File: src/rtl/hawk_pkg.sv
// HAWK beacon shared definitions.
// Phase encodings, default timing and a width sanity helper.
package hawk_pkg;

  typedef enum logic [2:0] {
    ST_DARK    = 3'd0,
    ST_FLASH_Y = 3'd1,
    ST_SOLID_Y = 3'd2,
    ST_SOLID_R = 3'd3,
    ST_WIGWAG  = 3'd4,
    ST_RECOVER = 3'd5
  } hawk_state_e;

  localparam int DEF_TICK_DIV  = 5;
  localparam int DEF_FLASH_Y_T = 4;
  localparam int DEF_SOLID_Y_T = 3;
  localparam int DEF_WALK_T    = 6;
  localparam int DEF_CLEAR_T   = 5;
  localparam int DEF_RECOVER_T = 8;
  localparam int DEF_CW        = 4;

  function automatic bit cw_fits(
    input int cw,
    input int fy,
    input int sy,
    input int wk,
    input int cl,
    input int rc
  );
    int m;
    m = fy;
    if (sy > m) m = sy;
    if (wk > m) m = wk;
    if (cl > m) m = cl;
    if (rc > m) m = rc;
    return (m - 1) < (1 << cw);
  endfunction

endpackage

File: src/rtl/hawk_phase_sequencer_if.sv
// Button/standby inputs and lamp/status outputs of the sequencer.
// slave is the sequencer side, master the board side.
interface hawk_phase_sequencer_if #(
  parameter int CW = 4
);
  logic          YP;
  logic          NS;
  logic [2:0]    state;
  logic [CW-1:0] count;
  logic          YL;
  logic          RL_L;
  logic          RL_R;
  logic          W;
  logic          DNW;
  logic          busy;
  logic          req_pending;

  modport slave (
    input  YP, NS,
    output state, count, YL, RL_L, RL_R,
    output W, DNW, busy, req_pending
  );

  modport master (
    output YP, NS,
    input  state, count, YL, RL_L, RL_R,
    input  W, DNW, busy, req_pending
  );
endinterface

File: src/rtl/hawk_tick_gen.sv
// Free-running prescaler producing the timing tick and
// the lamp flash bit, which toggles once per tick.
module hawk_tick_gen #(
  parameter int TICK_DIV = 5
) (
  input  logic clk,
  input  logic rst,
  output logic tick,
  output logic flash
);
  localparam int PW = (TICK_DIV > 1) ? $clog2(TICK_DIV) : 1;
  localparam logic [PW-1:0] LAST = PW'(TICK_DIV - 1);

  logic [PW-1:0] pre_q, pre_d;
  logic          flash_q, flash_d;

  assign tick  = (pre_q == LAST);
  assign flash = flash_q;

  always_comb begin
    pre_d   = tick ? '0 : pre_q + 1'b1;
    flash_d = flash_q ^ tick;
  end

  always_ff @(posedge clk) begin
    if (rst) begin
      pre_q   <= '0;
      flash_q <= 1'b0;
    end else begin
      pre_q   <= pre_d;
      flash_q <= flash_d;
    end
  end
endmodule

File: src/rtl/hawk_phase_sequencer.sv
// HAWK pedestrian beacon sequencer: request latch,
// tick-timed phase FSM and Moore lamp decode.
module hawk_phase_sequencer
  import hawk_pkg::*;
#(
  parameter int TICK_DIV  = DEF_TICK_DIV,
  parameter int FLASH_Y_T = DEF_FLASH_Y_T,
  parameter int SOLID_Y_T = DEF_SOLID_Y_T,
  parameter int WALK_T    = DEF_WALK_T,
  parameter int CLEAR_T   = DEF_CLEAR_T,
  parameter int RECOVER_T = DEF_RECOVER_T,
  parameter int CW        = DEF_CW
) (
  input  logic clk,
  input  logic rst,
  hawk_phase_sequencer_if.slave bus
);

  if (!cw_fits(CW, FLASH_Y_T, SOLID_Y_T,
               WALK_T, CLEAR_T, RECOVER_T)) begin : g_cw_bad
    $error("CW too narrow for phase durations");
  end

  logic tick, flash;

  hawk_tick_gen #(.TICK_DIV(TICK_DIV)) u_tick (
    .clk   (clk),
    .rst   (rst),
    .tick  (tick),
    .flash (flash)
  );

  hawk_state_e   state_q, state_d;
  logic [CW-1:0] count_q, count_d;
  logic          req_q, req_d;
  logic          yl, rl_l, rl_r, w, dnw;

  function automatic logic [CW-1:0] last_of(
    input hawk_state_e s
  );
    case (s)
      ST_FLASH_Y: return CW'(FLASH_Y_T - 1);
      ST_SOLID_Y: return CW'(SOLID_Y_T - 1);
      ST_SOLID_R: return CW'(WALK_T - 1);
      ST_WIGWAG:  return CW'(CLEAR_T - 1);
      ST_RECOVER: return CW'(RECOVER_T - 1);
      default:    return '0;
    endcase
  endfunction

  function automatic hawk_state_e next_of(
    input hawk_state_e s
  );
    case (s)
      ST_FLASH_Y: return ST_SOLID_Y;
      ST_SOLID_Y: return ST_SOLID_R;
      ST_SOLID_R: return ST_WIGWAG;
      ST_WIGWAG:  return ST_RECOVER;
      default:    return ST_DARK;
    endcase
  endfunction

  always_comb begin
    state_d = state_q;
    count_d = count_q;
    case (state_q)
      ST_DARK: begin
        count_d = '0;
        if (tick && req_q && !bus.NS)
          state_d = ST_FLASH_Y;
      end
      ST_FLASH_Y, ST_SOLID_Y, ST_SOLID_R,
      ST_WIGWAG, ST_RECOVER: begin
        if (tick) begin
          if (count_q == last_of(state_q)) begin
            state_d = next_of(state_q);
            count_d = '0;
          end else begin
            count_d = count_q + 1'b1;
          end
        end
      end
      default: begin
        state_d = ST_DARK;
        count_d = '0;
      end
    endcase
  end

  // Walk entry consumes the request; later presses queue a new one.
  always_comb begin
    req_d = req_q | bus.YP;
    if (state_d == ST_SOLID_R && state_q != ST_SOLID_R)
      req_d = 1'b0;
  end

  always_ff @(posedge clk) begin
    if (rst) begin
      state_q <= ST_DARK;
      count_q <= '0;
      req_q   <= 1'b0;
    end else begin
      state_q <= state_d;
      count_q <= count_d;
      req_q   <= req_d;
    end
  end

  always_comb begin
    yl   = 1'b0;
    rl_l = 1'b0;
    rl_r = 1'b0;
    w    = 1'b0;
    dnw  = 1'b1;
    case (state_q)
      ST_FLASH_Y: yl = flash;
      ST_SOLID_Y: yl = 1'b1;
      ST_SOLID_R: begin
        rl_l = 1'b1;
        rl_r = 1'b1;
        w    = 1'b1;
        dnw  = 1'b0;
      end
      ST_WIGWAG: begin
        rl_l = flash;
        rl_r = ~flash;
        dnw  = flash;
      end
      default: ;
    endcase
  end

  assign bus.state       = state_q;
  assign bus.count       = count_q;
  assign bus.YL          = yl;
  assign bus.RL_L        = rl_l;
  assign bus.RL_R        = rl_r;
  assign bus.W           = w;
  assign bus.DNW         = dnw;
  assign bus.busy        = (state_q != ST_DARK);
  assign bus.req_pending = req_q;

endmodule

File: src/flat_wrapper.sv
// flat-port wrapper written by rule: the top's interface ports become plain ports
module hawk_phase_sequencer_flat import hawk_pkg::*;
#(
  parameter int TICK_DIV  = DEF_TICK_DIV,
  parameter int FLASH_Y_T = DEF_FLASH_Y_T,
  parameter int SOLID_Y_T = DEF_SOLID_Y_T,
  parameter int WALK_T    = DEF_WALK_T,
  parameter int CLEAR_T   = DEF_CLEAR_T,
  parameter int RECOVER_T = DEF_RECOVER_T,
  parameter int CW        = DEF_CW
)
  (clk, rst, bus_YP, bus_NS, bus_state, bus_count, bus_YL, bus_RL_L, bus_RL_R, bus_W, bus_DNW, bus_busy, bus_req_pending);
  hawk_phase_sequencer_if #(.CW(CW)) bus_i ();
  input  logic clk;
  input  logic rst;
  input wire logic [$bits(bus_i.YP)-1:0] bus_YP;
  input wire logic [$bits(bus_i.NS)-1:0] bus_NS;
  output wire logic [$bits(bus_i.state)-1:0] bus_state;
  output wire logic [$bits(bus_i.count)-1:0] bus_count;
  output wire logic [$bits(bus_i.YL)-1:0] bus_YL;
  output wire logic [$bits(bus_i.RL_L)-1:0] bus_RL_L;
  output wire logic [$bits(bus_i.RL_R)-1:0] bus_RL_R;
  output wire logic [$bits(bus_i.W)-1:0] bus_W;
  output wire logic [$bits(bus_i.DNW)-1:0] bus_DNW;
  output wire logic [$bits(bus_i.busy)-1:0] bus_busy;
  output wire logic [$bits(bus_i.req_pending)-1:0] bus_req_pending;
  assign bus_i.YP = bus_YP;
  assign bus_i.NS = bus_NS;
  assign bus_state = bus_i.state;
  assign bus_count = bus_i.count;
  assign bus_YL = bus_i.YL;
  assign bus_RL_L = bus_i.RL_L;
  assign bus_RL_R = bus_i.RL_R;
  assign bus_W = bus_i.W;
  assign bus_DNW = bus_i.DNW;
  assign bus_busy = bus_i.busy;
  assign bus_req_pending = bus_i.req_pending;
  hawk_phase_sequencer #(.TICK_DIV(TICK_DIV), .FLASH_Y_T(FLASH_Y_T), .SOLID_Y_T(SOLID_Y_T), .WALK_T(WALK_T), .CLEAR_T(CLEAR_T), .RECOVER_T(RECOVER_T), .CW(CW)) u_core (.clk(clk), .rst(rst), .bus(bus_i));
endmodule
File: config.mk
export PLATFORM = sky130hd
export DESIGN_NAME = hawk_phase_sequencer_flat
export DESIGN_NICKNAME = d
export VERILOG_FILES = /design/src/rtl/hawk_pkg.sv /design/src/rtl/hawk_phase_sequencer_if.sv /design/src/rtl/hawk_tick_gen.sv /design/src/rtl/hawk_phase_sequencer.sv /design/src/flat_wrapper.sv
export SDC_FILE = /design/constraint.sdc
export NUM_CORES = 1
export LEC_CHECK = 0
export CAP_MARGIN = 20
export CORE_ASPECT_RATIO = 1.1
export CORE_MARGIN = 2
export CORE_UTILIZATION = 45
export DETAILED_ROUTE_END_ITERATION = 7
export HOLD_SLACK_MARGIN = 0.1
export PLACE_DENSITY = 0.81
export SYNTH_ARGS = -nofsm -noshare
export SYNTH_HDL_FRONTEND = slang
export SYNTH_SLANG_ARGS = --single-unit
File: constraint.sdc
create_clock -name clk -period 3.85 [get_ports clk]
set_input_delay 0.5775 -clock clk [delete_from_list [all_inputs] [get_ports clk]]
set_output_delay 0.5775 -clock clk [all_outputs]
set_load 0.005 [all_outputs]
==> impl_metrics.csv <==
group,metric,value,unit
synthesis,yosysUniqueCellTypes,35,
place,port-buffer-count,17,
synthesis,synth_area_leaders,"dfxtp_1 34%, nor2_1 7.5%, ha_1 5.4%",
sta,post-route-min-period,2300,ps
global_routing,grt_first_pass_wirelength,2.16,mm
cts,cts-root-buf,"clkbuf_4",
sta,fmax,434,MHz
final_layout,final_nets,109,
cts,clock_sinks,12,
synthesis,synth-edff-count,0,
synthesis,synth.net_count,91,
place,place.gp.congestion,0.806,
synthesis,synth-main-ff-cell,"dfxtp_1",
global_routing,grt_pass1_vias,518,
final_layout,drive_gt1_frac,0.139,
final_layout,fin_util,0.633,
worst_setup_path,critPathCaptureType,"output port",
sta,worst_pin_slew,484,ps
final_layout,final_cell_mix,"17 x clkdlybuf4s50_1, 14 x nor2_1, 12 x dfxtp_1, 7 x inv_1, 7 x nand2_1",
power_and_ir_drop,intPower,195,uW
power_and_ir_drop,power_density,277,mW/mm^2
place,dpl.hpwl,1.02,mm
synthesis,avgSynthCellArea,8.33,um^2
sta,setup_viol,0,
die,die_w,41.6,um
sta,grt_setup_unrepaired,"no",
sta,max_slew_margin,0.675,
cts,cts_tree,"done",
final_layout,diodes,0,
synthesis,synth-seq-cells,12,
route,wl_per_cell,11.1,um
global_routing,grt.total_usage,0.153,
synthesis,yosysWarningCount,0,
min_path,hold_path.class,"reg2reg",
worst_setup_path,critPathKind,"reg2out",
route,ant_nets,0,
outcome,outcome,"completed",
global_routing,grt_antenna_before_repair,0,
synthesis,syn_area,699,um^2
cts,hold_buffers,0,
worst_setup_path,crit_fanout,11,
synthesis,syn_inst,84,
die,rows,14,
cts,cts_buffer_depth,2,
die,die_area,0.00189,mm^2
route,finalWirelength,1.30,mm
cts,htree_levels,1,
die,start_util,0.493,
synthesis,ys_seq_area_frac,0.343,
cts,clkTransAtPathRegs,80,ps
sta,fin_crit_sh,0.598,
sta,finClkSkew,2.75,ps
global_routing,grt.overflow.total,0,
die,die_height,45.4,um
power_and_ir_drop,pwr-share-clk,0.399,
power_and_ir_drop,comb_power_share,0.075,
worst_setup_path,cp_data_required_time,3270,ps
cts,cts_setup_buffers,0,
route,drtIter0Drc,7,
route,viasPerCell,5.04,
run,cap_viol_max_count,0,
route,num_vias,590,
sta,slew_viol_final,0,
sta,finalSetupTns,0,ps
global_routing,grt_start_max_net_pins,13,
final_layout,mostFrequentLayoutCell,"clkdlybuf4s50_1",
power_and_ir_drop,cellLeakagePower,0.000356,uW
final_layout,syn_to_final_growth,28.4,%
power_and_ir_drop,switching_power,53.5,uW
die,ioPinCount,18,
cts,cts_made_buffers,3,
power_and_ir_drop,pwr-share-seq,0.526,
sta,hold_viol_final,0,
synthesis,synth_top_cell_by_area,"dfxtp_1",
route,drc,0,
worst_setup_path,start_kind,"flop",
synthesis,netlist.area_leader.share,0.343,
synthesis,async_reset_ff_frac,0,
cts,clk_latency,270,ps
power_and_ir_drop,sw_frac_of_total,0.215,
route,first_pass_iters,4,
cts,cts_resized,0,
worst_setup_path,arrival,1720,ps
die,core_region_area,0.00142,mm^2
power_and_ir_drop,peakVddDrop,0.224,mV
synthesized netlist by cell type (2+ instances only):
cell and count:
xor2_1 3, dfxtp_1 12, nand3_1 2, ha_1 3
nor2_1 14, inv_1 7, xnor2_1 4, nor3_2 2
nor3_1 3, a21oi_1 2, a21oi_2 2, nand2_1 7
through the flow:
stage | power (uW) | hold slack (ps) | cells | setup WS [ps] | instance area [um^2]
5_1_grt | 259 | 518 | 117 | 1400 | 898
2_1_floorplan | 146 | 432 | 84 | 2200 | 699
4_1_cts | 251 | 470 | 117 | 1530 | 898
3_3_place_gp | 152 | 452 | 113 | 1850 | 862
3_5_place_dp | 153 | 451 | 113 | 1820 | 862
6_report | 249 | 478 | 117 | 1550 | 898
flip-flops by register name, indices dropped and copies added, names as in the netlist:
signal	count
u_core.bus.count	4
u_core.bus.req_pending	1
u_core.bus.state	3
u_core.u_tick.flash	1
u_core.u_tick.pre_q	3
final timing paths:
path | startpoint | end | slack, ps | cells after the start
worst max-delay path | u_core.bus.state[2] | bus_DNW | 1550 | 4
worst min register to register | u_core.u_tick.pre_q[0] | u_core.u_tick.pre_q[0] | 480 | 1
worst min-delay path | u_core.u_tick.pre_q[0] | u_core.u_tick.pre_q[0] | 480 | 1
worst max register to register | u_core.bus.state[1] | u_core.bus.count[1] | 1950 | 6
cell type report:
type,instances,area (um^2)
Fill cell,117,520
Multi-Input combinational cell,61,405
Sequential cell,12,240
Timing Repair Buffer,17,170
Clock buffer,4,36.3
Inverter,7,26.3
Tap cell,16,20.0
critical path, cell delays in order, from the launching register on:
cell and delay, ps:
dfxtp_1 540, nand3b_1 210, inv_1 70, nor2_1 130
clkdlybuf4s50_1 520
logic make-up (layout without fill, tap and decap cells):
family,count (synthesis),after routing,share of synthesized area
buffers and inverters,11,28,0.0769
flip-flops,12,12,0.343
adder cells (fa/ha/maj),3,3,0.0537
AND/OR/NAND/NOR,42,42,0.344
XOR/XNOR,7,7,0.0877
AO/OA/AOI/OAI,9,9,0.0948
layer usage:
metal  vias to the layer above  share of wire  global-route usage  routed length (um)
li1                        319              -                   -                   -
met3                         2          0.037              0.0280                  48
met2                        13           0.47               0.278                 613
met4                         0          0.016              0.0774                  21
met5                         -              0                   0                   0
met1                       256           0.47               0.172                 612
power by group through the flow:
stage	registers, uW	clock network, uW	logic (uW)
after floorplan	133	0	12.3
after global placement	134	0	18.6
after detailed placement	134	0	19.0
after CTS	131	101	18.9
after global routing	131	106	21.4
final	131	99.3	18.7
(Power assumes the default switching activity.)
